[src/rtl/vgg_pkg.sv]
// vgg_pkg: shared widths, operand row types and feeder state encoding for the VGG datapath.
package vgg_pkg;
    localparam int DATA_W = 16;
    localparam int N_OUT  = 7;
    localparam int N_IN   = N_OUT + 2;
    localparam int K      = 3;
    localparam int MAX_CH = 512;
    localparam int FM_AW  = 16;
    localparam int WT_AW  = 16;
    localparam int SLOT_W = $clog2(K * MAX_CH + 1);
    typedef logic [N_IN*DATA_W-1:0] fm_row_t;
    typedef logic [K*DATA_W-1:0] flt_row_t;
    typedef enum logic [1:0] {IDLE, PRIME, RUN, WAIT_OUT} feeder_state_t;
endpackage

[src/rtl/pe_feeder_if.sv]
// pe_feeder_if: buffer read ports and PE operand/control signals of the feeder.
interface pe_feeder_if;
    import vgg_pkg::*;
    logic             fm_rd_en;
    logic [FM_AW-1:0] fm_rd_addr;
    fm_row_t          fm_rd_data;
    logic             wt_rd_en;
    logic [WT_AW-1:0] wt_rd_addr;
    flt_row_t         wt_rd_data;
    fm_row_t          input_fm;
    flt_row_t         filter;
    logic             pe_reset;
    logic             output_en;
    modport master (
        output fm_rd_en, fm_rd_addr, wt_rd_en, wt_rd_addr, input_fm, filter, pe_reset,
        input  fm_rd_data, wt_rd_data, output_en
    );
    modport slave (
        input  fm_rd_en, fm_rd_addr, wt_rd_en, wt_rd_addr, input_fm, filter, pe_reset,
        output fm_rd_data, wt_rd_data, output_en
    );
endinterface

[src/rtl/pe_feeder_addr_gen.sv]
// feeder_addr_gen: running channel/row address accumulators and the MAC slot counter.
module feeder_addr_gen
    import vgg_pkg::*;
(
    input  logic             clk,
    input  logic             rst_n,
    input  logic             load,
    input  logic [9:0]       num_ch,
    input  logic [FM_AW-1:0] fm_base,
    input  logic [FM_AW-1:0] fm_row_stride,
    input  logic [FM_AW-1:0] fm_ch_stride,
    input  logic [WT_AW-1:0] wt_base,
    input  logic             step,
    input  logic             wrap,
    output logic [FM_AW-1:0] fm_addr,
    output logic [WT_AW-1:0] wt_addr,
    output logic             last_slot
);
    logic [FM_AW-1:0]  ch_acc, row_stride, ch_stride, ch_next;
    logic [1:0]        row;
    logic [SLOT_W-1:0] slot, last;
    assign ch_next   = ch_acc + ch_stride;
    assign last_slot = slot == last;
    // step moves the read pointer to the next slot; wrap moves the slot the PE is consuming
    always_ff @(posedge clk or negedge rst_n)
        if (!rst_n) begin
            ch_acc     <= '0;
            fm_addr    <= '0;
            row_stride <= '0;
            ch_stride  <= '0;
            wt_addr    <= '0;
            row        <= '0;
            slot       <= '0;
            last       <= '0;
        end else if (load) begin
            ch_acc     <= fm_base;
            fm_addr    <= fm_base;
            row_stride <= fm_row_stride;
            ch_stride  <= fm_ch_stride;
            wt_addr    <= wt_base;
            row        <= '0;
            slot       <= '0;
            last       <= SLOT_W'({num_ch, 1'b0}) + SLOT_W'(num_ch) - SLOT_W'(1);
        end else begin
            if (step) begin
                ch_acc  <= row == 2'd2 ? ch_next : ch_acc;
                fm_addr <= row == 2'd2 ? ch_next : fm_addr + row_stride;
                row     <= row == 2'd2 ? 2'd0 : row + 2'd1;
                wt_addr <= wt_addr + WT_AW'(1);
            end
            if (wrap) slot <= slot + SLOT_W'(1);
        end
endmodule

[src/rtl/pe_feeder.sv]
// pe_feeder: sequences feature-map/filter operand pairs into the 7-output PE, one 4-cycle MAC slot each.
module pe_feeder
    import vgg_pkg::*;
(
    input  logic             clk,
    input  logic             rst_n,
    input  logic             start,
    input  logic [9:0]       num_ch,
    input  logic [FM_AW-1:0] fm_base,
    input  logic [FM_AW-1:0] fm_row_stride,
    input  logic [FM_AW-1:0] fm_ch_stride,
    input  logic [WT_AW-1:0] wt_base,
    output logic             busy,
    output logic             done,
    pe_feeder_if.master      bus
);
    feeder_state_t    state, state_n;
    logic [1:0]       phase;
    logic             active, load, rd, wrap, last_slot, done_z, fin;
    logic [FM_AW-1:0] fm_addr;
    logic [WT_AW-1:0] wt_addr;
    fm_row_t          fm_q;
    flt_row_t         flt_q;
    assign active = state == PRIME || state == RUN;
    assign load   = state == IDLE && start && num_ch != '0;
    assign rd     = phase == 2'd2 && (state == PRIME || (state == RUN && !last_slot));
    assign wrap   = state == RUN && phase == 2'd3;
    assign fin    = state == WAIT_OUT && bus.output_en;
    feeder_addr_gen u_addr (
        .clk(clk), .rst_n(rst_n), .load(load), .num_ch(num_ch),
        .fm_base(fm_base), .fm_row_stride(fm_row_stride), .fm_ch_stride(fm_ch_stride),
        .wt_base(wt_base), .step(rd), .wrap(wrap),
        .fm_addr(fm_addr), .wt_addr(wt_addr), .last_slot(last_slot)
    );
    assign bus.fm_rd_en   = rd;
    assign bus.wt_rd_en   = rd;
    assign bus.fm_rd_addr = rd ? fm_addr : '0;
    assign bus.wt_rd_addr = rd ? wt_addr : '0;
    assign bus.pe_reset   = state == PRIME;
    assign bus.input_fm   = fm_q;
    assign bus.filter     = flt_q;
    assign busy           = state != IDLE && !fin;
    assign done           = done_z || fin;
    always_comb
        state_n = state == IDLE  ? (load ? PRIME : IDLE) :
                  state == PRIME ? (phase == 2'd3 ? RUN : PRIME) :
                  state == RUN   ? (wrap && last_slot ? WAIT_OUT : RUN) :
                  (bus.output_en ? IDLE : WAIT_OUT);
    // read data lands during phase 3; the last slot's wrap clears the operands instead
    always_ff @(posedge clk or negedge rst_n)
        if (!rst_n) begin
            state  <= IDLE;
            phase  <= '0;
            fm_q   <= '0;
            flt_q  <= '0;
            done_z <= 1'b0;
        end else begin
            state  <= state_n;
            phase  <= active ? phase + 2'd1 : 2'd0;
            done_z <= state == IDLE && start && num_ch == '0;
            if (active && phase == 2'd3) begin
                fm_q  <= wrap && last_slot ? '0 : bus.fm_rd_data;
                flt_q <= wrap && last_slot ? '0 : bus.wt_rd_data;
            end
        end
endmodule

[src/flat_wrapper.sv]
// flat-port wrapper written by rule: the top's interface ports become plain ports
module pe_feeder_flat import vgg_pkg::*;
  (clk, rst_n, start, num_ch, fm_base, fm_row_stride, fm_ch_stride, wt_base, busy, done, bus_fm_rd_en, bus_fm_rd_addr, bus_wt_rd_en, bus_wt_rd_addr, bus_input_fm, bus_filter, bus_pe_reset, bus_fm_rd_data, bus_wt_rd_data, bus_output_en);
  pe_feeder_if bus_i ();
  input  logic clk;
  input  logic rst_n;
  input  logic start;
  input  logic [9:0] num_ch;
  input  logic [FM_AW-1:0] fm_base;
  input  logic [FM_AW-1:0] fm_row_stride;
  input  logic [FM_AW-1:0] fm_ch_stride;
  input  logic [WT_AW-1:0] wt_base;
  output logic busy;
  output logic done;
  output wire logic [$bits(bus_i.fm_rd_en)-1:0] bus_fm_rd_en;
  output wire logic [$bits(bus_i.fm_rd_addr)-1:0] bus_fm_rd_addr;
  output wire logic [$bits(bus_i.wt_rd_en)-1:0] bus_wt_rd_en;
  output wire logic [$bits(bus_i.wt_rd_addr)-1:0] bus_wt_rd_addr;
  output wire logic [$bits(bus_i.input_fm)-1:0] bus_input_fm;
  output wire logic [$bits(bus_i.filter)-1:0] bus_filter;
  output wire logic [$bits(bus_i.pe_reset)-1:0] bus_pe_reset;
  input wire logic [$bits(bus_i.fm_rd_data)-1:0] bus_fm_rd_data;
  input wire logic [$bits(bus_i.wt_rd_data)-1:0] bus_wt_rd_data;
  input wire logic [$bits(bus_i.output_en)-1:0] bus_output_en;
  assign bus_fm_rd_en = bus_i.fm_rd_en;
  assign bus_fm_rd_addr = bus_i.fm_rd_addr;
  assign bus_wt_rd_en = bus_i.wt_rd_en;
  assign bus_wt_rd_addr = bus_i.wt_rd_addr;
  assign bus_input_fm = bus_i.input_fm;
  assign bus_filter = bus_i.filter;
  assign bus_pe_reset = bus_i.pe_reset;
  assign bus_i.fm_rd_data = bus_fm_rd_data;
  assign bus_i.wt_rd_data = bus_wt_rd_data;
  assign bus_i.output_en = bus_output_en;
  pe_feeder u_core (.clk(clk), .rst_n(rst_n), .start(start), .num_ch(num_ch), .fm_base(fm_base), .fm_row_stride(fm_row_stride), .fm_ch_stride(fm_ch_stride), .wt_base(wt_base), .busy(busy), .done(done), .bus(bus_i));
endmodule
[config.mk]
export PLATFORM = sky130hd
export DESIGN_NAME = pe_feeder_flat
export DESIGN_NICKNAME = d
export VERILOG_FILES = /design/src/rtl/vgg_pkg.sv /design/src/rtl/pe_feeder_if.sv /design/src/rtl/pe_feeder_addr_gen.sv /design/src/rtl/pe_feeder.sv /design/src/flat_wrapper.sv
export SDC_FILE = /design/constraint.sdc
export NUM_CORES = 1
export LEC_CHECK = 0
export CAP_MARGIN = 20
export CORE_AREA = 2 2 196 198
export CTS_CLUSTER_SIZE = 16
export DETAILED_ROUTE_END_ITERATION = 6
export DIE_AREA = 0 0 198 200
export PLACE_DENSITY = 0.77
export SYNTH_ARGS = -nofsm -noshare
export SYNTH_HDL_FRONTEND = slang
export SYNTH_SLANG_ARGS = --single-unit
[constraint.sdc]
create_clock -name clk -period 3 [get_ports clk]
set_input_delay 0.6 -clock clk [delete_from_list [all_inputs] [get_ports clk]]
set_output_delay 0.6 -clock clk [all_outputs]
set_load 0.02 [all_outputs]
==> Word-level counts from Yosys, hierarchy flattened <==
Cells that the tools add are included.
{ "classes": {"n_mux": 25, "add_sub_neg": 8, "reduce_logical": 23, "eq_ne": 7} }
{ "ops": {"columns": ["cell", "n"], "rows": [
  ["$mux 16", 10],
  ["$mux 144", 1],
  ["$mux 48", 1],
  ["$add 16x16->16", 2],
  ["$mux 11", 2],
  ["$mux 2", 9],
  ["$add 16x1->16 const B", 1],
  ["$add 11x1->11 const B", 1],
  ["$add 11x10->11", 1],
  ["$eq 11x11->1", 1],
  ["$sub 11x1->11 const B", 1],
  ["$eq 2x2->1 const B", 5],
  ["$logic_and 1x1->1", 10],
  ["$logic_not 10->1", 1],
  ["$reduce_bool 10->1", 1],
  ["$reduce_bool 2->1", 4],
  ["$add 2x1->2 const B", 2],
  ["$logic_or 1x1->1", 3],
  ["$eq 2x1->1 const B", 1],
  ["$logic_not 1->1", 2],
  ["$logic_not 2->1", 1],
  ["$mux 1", 2],
  ["$reduce_and 2->1", 1]
]} }
{ "word_totals": {"ff_bits": 301, "input_bits": 270, "wordCells": 76, "out_inout_bits": 229} }

==> Longest topological paths before layout <==
{ "logic_depth": {"ltp_word": 7, "ltp_mapped": 11, "depth_no_buf": 11} }

==> By module <==
A second synthesis with hierarchy kept.
{ "unflattened": {"cells_unflattened": 1185, "area_unflattened_um2": 13890.8} }
{ "by_module_without_submodules": {"columns": ["mod", "cells_per_inst", "seq_area_each_um2", "n_inst", "area_per_inst_um2"], "rows": [
  ["pe_feeder", 501, 4929.7, 1, 7369.6],
  ["feeder_addr_gen", 684, 2602.5, 1, 6521.3]
]} }

==> Worst setup path before layout <==
No wires, ideal clock.
{ "synth_path": {"path_kind": "flip-flop to output port", "start": "register u_core.state[1]", "end": "output port bus_fm_rd_addr[0]", "required_ns": 2.400, "slack_ns": 0.414, "t_arrival_ns": 1.986, "path_stages_with_launch": 9, "path_buffers": 2, "cell_sequence": "dfrtp_1 inv_1 ha_1 nor4_1 a41o_4 inv_6 buf_2 clkbuf_1 and2_1"} }
{ "synth_between": {"word_cells_on_any_way": 6, "cone_classes": "eq/ne (2); mux (1); reduce/logical (3)"} }
{ "synth_rtl": {"columns": ["item", "line", "text"], "rows": [
  ["from (decl)", "pe_feeder.sv:17", "feeder_state_t state, state_n;"],
  ["from (signal assigned)", "pe_feeder.sv:58", "state <= state_n;"],
  ["$eq 2x1->1", null, null],
  ["named net bus_pe_reset", "flat_wrapper.sv:21", "output wire logic [$bits(bus_i.pe_reset)-1:0] bus_pe_reset;"],
  ["$logic_or 1x1->1", "pe_feeder.sv:26", "assign rd = phase == 2'd2 && (state == PRIME || (state == RUN && !last_slot));"],
  ["$logic_and 1x1->1", "pe_feeder.sv:26", null],
  ["$mux 16", "pe_feeder.sv:37", "assign bus.fm_rd_addr = rd ? fm_addr : '0;"],
  ["to (decl)", "flat_wrapper.sv:16", "output wire logic [$bits(bus_i.fm_rd_addr)-1:0] bus_fm_rd_addr;"]
]} }
The timed path passes the listed nets, and every way through them passes these cells.

==> Final worst setup path <==
{ "layout_path": {"start": "register u_core.u_addr.last[9]", "end": "output port bus_wt_rd_addr[11]"} }
{ "layout_between": {"elab_chain_cells": 6} }
{ "layout_rtl": {"columns": ["item", "line", "text"], "rows": [
  ["from (decl)", "pe_feeder_addr_gen.sv:21", "logic [SLOT_W-1:0] slot, last;"],
  ["from (signal assigned)", "pe_feeder_addr_gen.sv:43", "last <= SLOT_W'({num_ch, 1'b0}) + SLOT_W'(num_ch) - SLOT_W'(1);"],
  ["$eq 11x11->1", "pe_feeder_addr_gen.sv:23", "assign last_slot = slot == last;"],
  ["$logic_not 1->1", "pe_feeder.sv:26", null],
  ["$logic_and 1x1->1", "pe_feeder.sv:26", null],
  ["$logic_or 1x1->1", "pe_feeder.sv:26", null],
  ["$logic_and 1x1->1", "pe_feeder.sv:26", null],
  ["$mux 16", "pe_feeder.sv:38", "assign bus.wt_rd_addr = rd ? wt_addr : '0;"],
  ["to (decl)", "flat_wrapper.sv:18", "output wire logic [$bits(bus_i.wt_rd_addr)-1:0] bus_wt_rd_addr;"]
]} }
Every way passes these cells.

==> results.yml <==
setup_path:
  worstSetupEndpointType: "primary output"
  cp_max_fo: 43
  crit_required_ns: 2.40
  start_kind: "register"
  arrival_ns: 2.33
  path_delay_family: "simple AND/OR/NAND/NOR gates"
  path_class: "register to primary output"
  slowest_stage: "dfrtp_1"
  crit_buf_inv: 3
  path_cells: "xor2_1 > nor4_2 > a41o_4 > inv_12 > nand2_4 > inv_1 > clkdlybuf4s15_2"
  critical_path.max_stage_delay_ns: 0.42
place:
  placed_area_um2: 20560
  io_buffers: 498
  pre_cts_slack_ns: -0.03362
  hpwlAfterDp_um: 35040
  finalWeightedCongestion: 0.8614
synthesis:
  netlist_area_um2: 14820
  synth_warnings: 0
  post-synth-top-area-cell: "dfrtp_1"
  syn_inst: 1690
  synth_sequential_area_ratio_pct: 50.81
  synth_nets: 2023
  ys.flop_type: "dfrtp_1"
  synth_cell_types: 65
  synth_seq_cells: 301
  avgSynthCellArea_um2: 8.771
  async_flop_share_pct: 100.0
  ys_top_cells_by_area: "dfrtp_1 51%, nand2_1 14%, o21ai_0 8.5%"
  synth_edf_count: 0
  synth_top_area_share_pct: 50.81
timing:
  post-route-min-period_ns: 2.934
  hold_violations: 0
  setup_slack_ns: 0.06636
  fin_worst_skew_ns: 0.02187
  finalCritPeriodShare_pct: 97.79
  max_freq_mhz: 340.9
  slew_headroom_pct: 52.36
  rsz0062_at_grt: "true"
  worst_slew_pin_slew_ns: 0.7146
  setup_viol: 0
  drv_slew: 0
  fin_setup_tns_ns: 0
grt:
  grt_pass1_wl_um: 73300
  grt_max_degree: 77
  overflow: 0
  grt_pass1_vias: 13740
  grtUsageTotal_pct: 23.42
  antenna_found_initial: 11
pwr:
  power.internal_uw: 13080
  p_sw_share_pct: 40.44
  power_uw: 21960
  seqPwrFrac_pct: 31.6
  cellPowerDensity_nw_per_um2: 1015
  clockPowerShare_pct: 19.5
  p_leak_uw: 0.009651
  p_sw_uw: 8881
  peakVddDrop_uv: 684.4
  combPwrFrac_pct: 48.9
cells_and_area:
  final_common_cell: "nand2_1"
  area_growth_pct: 45.98
  drive_gt1_share_pct: 7.305
  mostFrequentLayoutCells: "562 x nand2_1, 463 x clkdlybuf4s50_1, 301 x dfrtp_1"
  nets: 2511
  final_design_area_no_fill_um2: 21640
  fill_cells: 3156
route:
  ant_nets: 0
  wl_per_cell_um: 17.46
  vias: 13750
  vias_per_cell: 5.044
  first_pass_iters: 5
  routed_wl_um: 47580
  drt-initial-drc-count: 690
  post-route-drc-count: 0
clock_network:
  htreeDepth: 2
  cts.sink_count: 301
  cts_made_buffers: 36
  clock_latency_ns: 0.55
  cts_root_buf: "clkbuf_16"
  cts_hold_buf: 0
  clk_path_buf_depth: 3
  clkTransAtPathRegs_ns: 0.06
  cts_tree: "done"
hold_path:
  min_path_type: "input port to async pin"
floorplan:
  core_um2: 37400
  die_area_um2: 39600
  core.rowCount: 71
  io_pins: 499
  fp.dieH_um: 200
  fp.dieW_um: 198
  initial_core_util_pct: 39.63
run_status:
  status: "completed"
flow_run:
  drv_cap: 0
==> power groups by stage <==
stage          clock network [µW]  logic [µW]  registers, µW
2_1_floorplan                   0        4910           8120
3_3_place_gp                    0       10400           6910
3_5_place_dp                    0       10600           6980
4_1_cts                      4370       10700           6930
5_1_grt                      4520       11700           7160
6_report                     4290       10700           6950
==> Yosys cell counts (5+ instances only) <==
cell type / n
a31oi_1: 9
clkbuf_1: 65
xor2_1: 41
clkbuf_2: 18
o21bai_1: 6
or3_1: 5
o22ai_1: 5
nor2_1: 51
o21ai_1: 13
nand2_1: 563
a211oi_1: 11
o21a_1: 6
xnor2_1: 27
and3_1: 9
dfrtp_1: 301
mux2i_1: 10
nor3_1: 7
inv_1: 38
and2_1: 33
o21ai_0: 252
nand3_1: 27
ha_1: 61
a21oi_1: 41
a21o_1: 15
o211ai_1: 6
==> worst paths after layout <==
check	from	endpoint	slack, ns	cells past startpoint
max	u_core.u_addr.last[9]	bus_wt_rd_addr[11]	0.07	7
min	rst_n	u_core.u_addr.wt_addr[10]	0.02	1
max reg2reg	u_core.u_addr.fm_addr[0]	u_core.u_addr.fm_addr[12]	0.22	9
min reg2reg	u_core.phase[0]	u_core.phase[0]	0.46	1
max in group asynchronous	rst_n	u_core.bus.input_fm[137]	2.13	2
min in group clk	u_core.phase[0]	u_core.phase[0]	0.46	1
==> layer usage <==
layer / global-route usage, % / vias up / wire [µm]
li1: - / 6596 / -
met1: 28.91 / 6549 / 18880
met2: 39.70 / 508 / 23840
met3: 4.738 / 97 / 3175
met4: 10.83 / 0 / 1688
met5: 0 / - / 0
==> sequential cells by signal, indices dropped and copies added, names as in the netlist, 16 cells and up <==
| name | cells |
|---|---|
| u_core.bus.filter | 48 |
| u_core.bus.input_fm | 144 |
| u_core.u_addr.ch_acc | 16 |
| u_core.u_addr.ch_stride | 16 |
| u_core.u_addr.fm_addr | 16 |
| u_core.u_addr.row_stride | 16 |
| u_core.u_addr.wt_addr | 16 |
==> cell families after synthesis <==
group                    synth area share, %
flip-flops                             50.81
buffers and inverters                  3.765
AO/OA/AOI/OAI                          14.90
multiplexers                          0.6753
AND/OR/NAND/NOR                        20.41
XOR/XNOR                               4.018
adder cells (fa/ha/maj)                5.419
==> stage by stage <==
| step | std cells | util (%) | hold WS (ns) |
|---|---|---|---|
| floorplan | 1690 | - | 0.3044 |
| global placement | 2647 | 54.98 | 0.4452 |
| detailed placement | 2647 | 54.98 | 0.4628 |
| CTS | 2713 | 58.17 | 0.01457 |
| global route | 2726 | 57.86 | 0.03694 |
| finish | 2726 | 57.86 | 0.01566 |
==> layout make-up <==
| cell class | instances | area, µm² | share of cell area, % |
|---|---|---|---|
| sequential | 301 | 7532 | 34.81 |
| multi-input combinational | 1255 | 6780 | 31.33 |
| timing repair buffer | 545 | 5349 | 24.72 |
| clock buffer | 54 | 1060 | 4.898 |
| tap | 511 | 639.4 | 2.955 |
| inverter | 39 | 158.9 | 0.7344 |
| clock inverter | 10 | 91.34 | 0.4221 |
| antenna | 11 | 27.53 | 0.1272 |
==> timing repair <==
| action | in CTS | in global routing |
|---|---|---|
| resized for setup | 82 | 34 |
| setup buffers | 2 | 2 |
| cloned | 0 | 0 |
| pin swaps | 3 | 0 |
| endpoints found under the setup margin | 34 | 34 |
(Power assumes the default switching activity.)
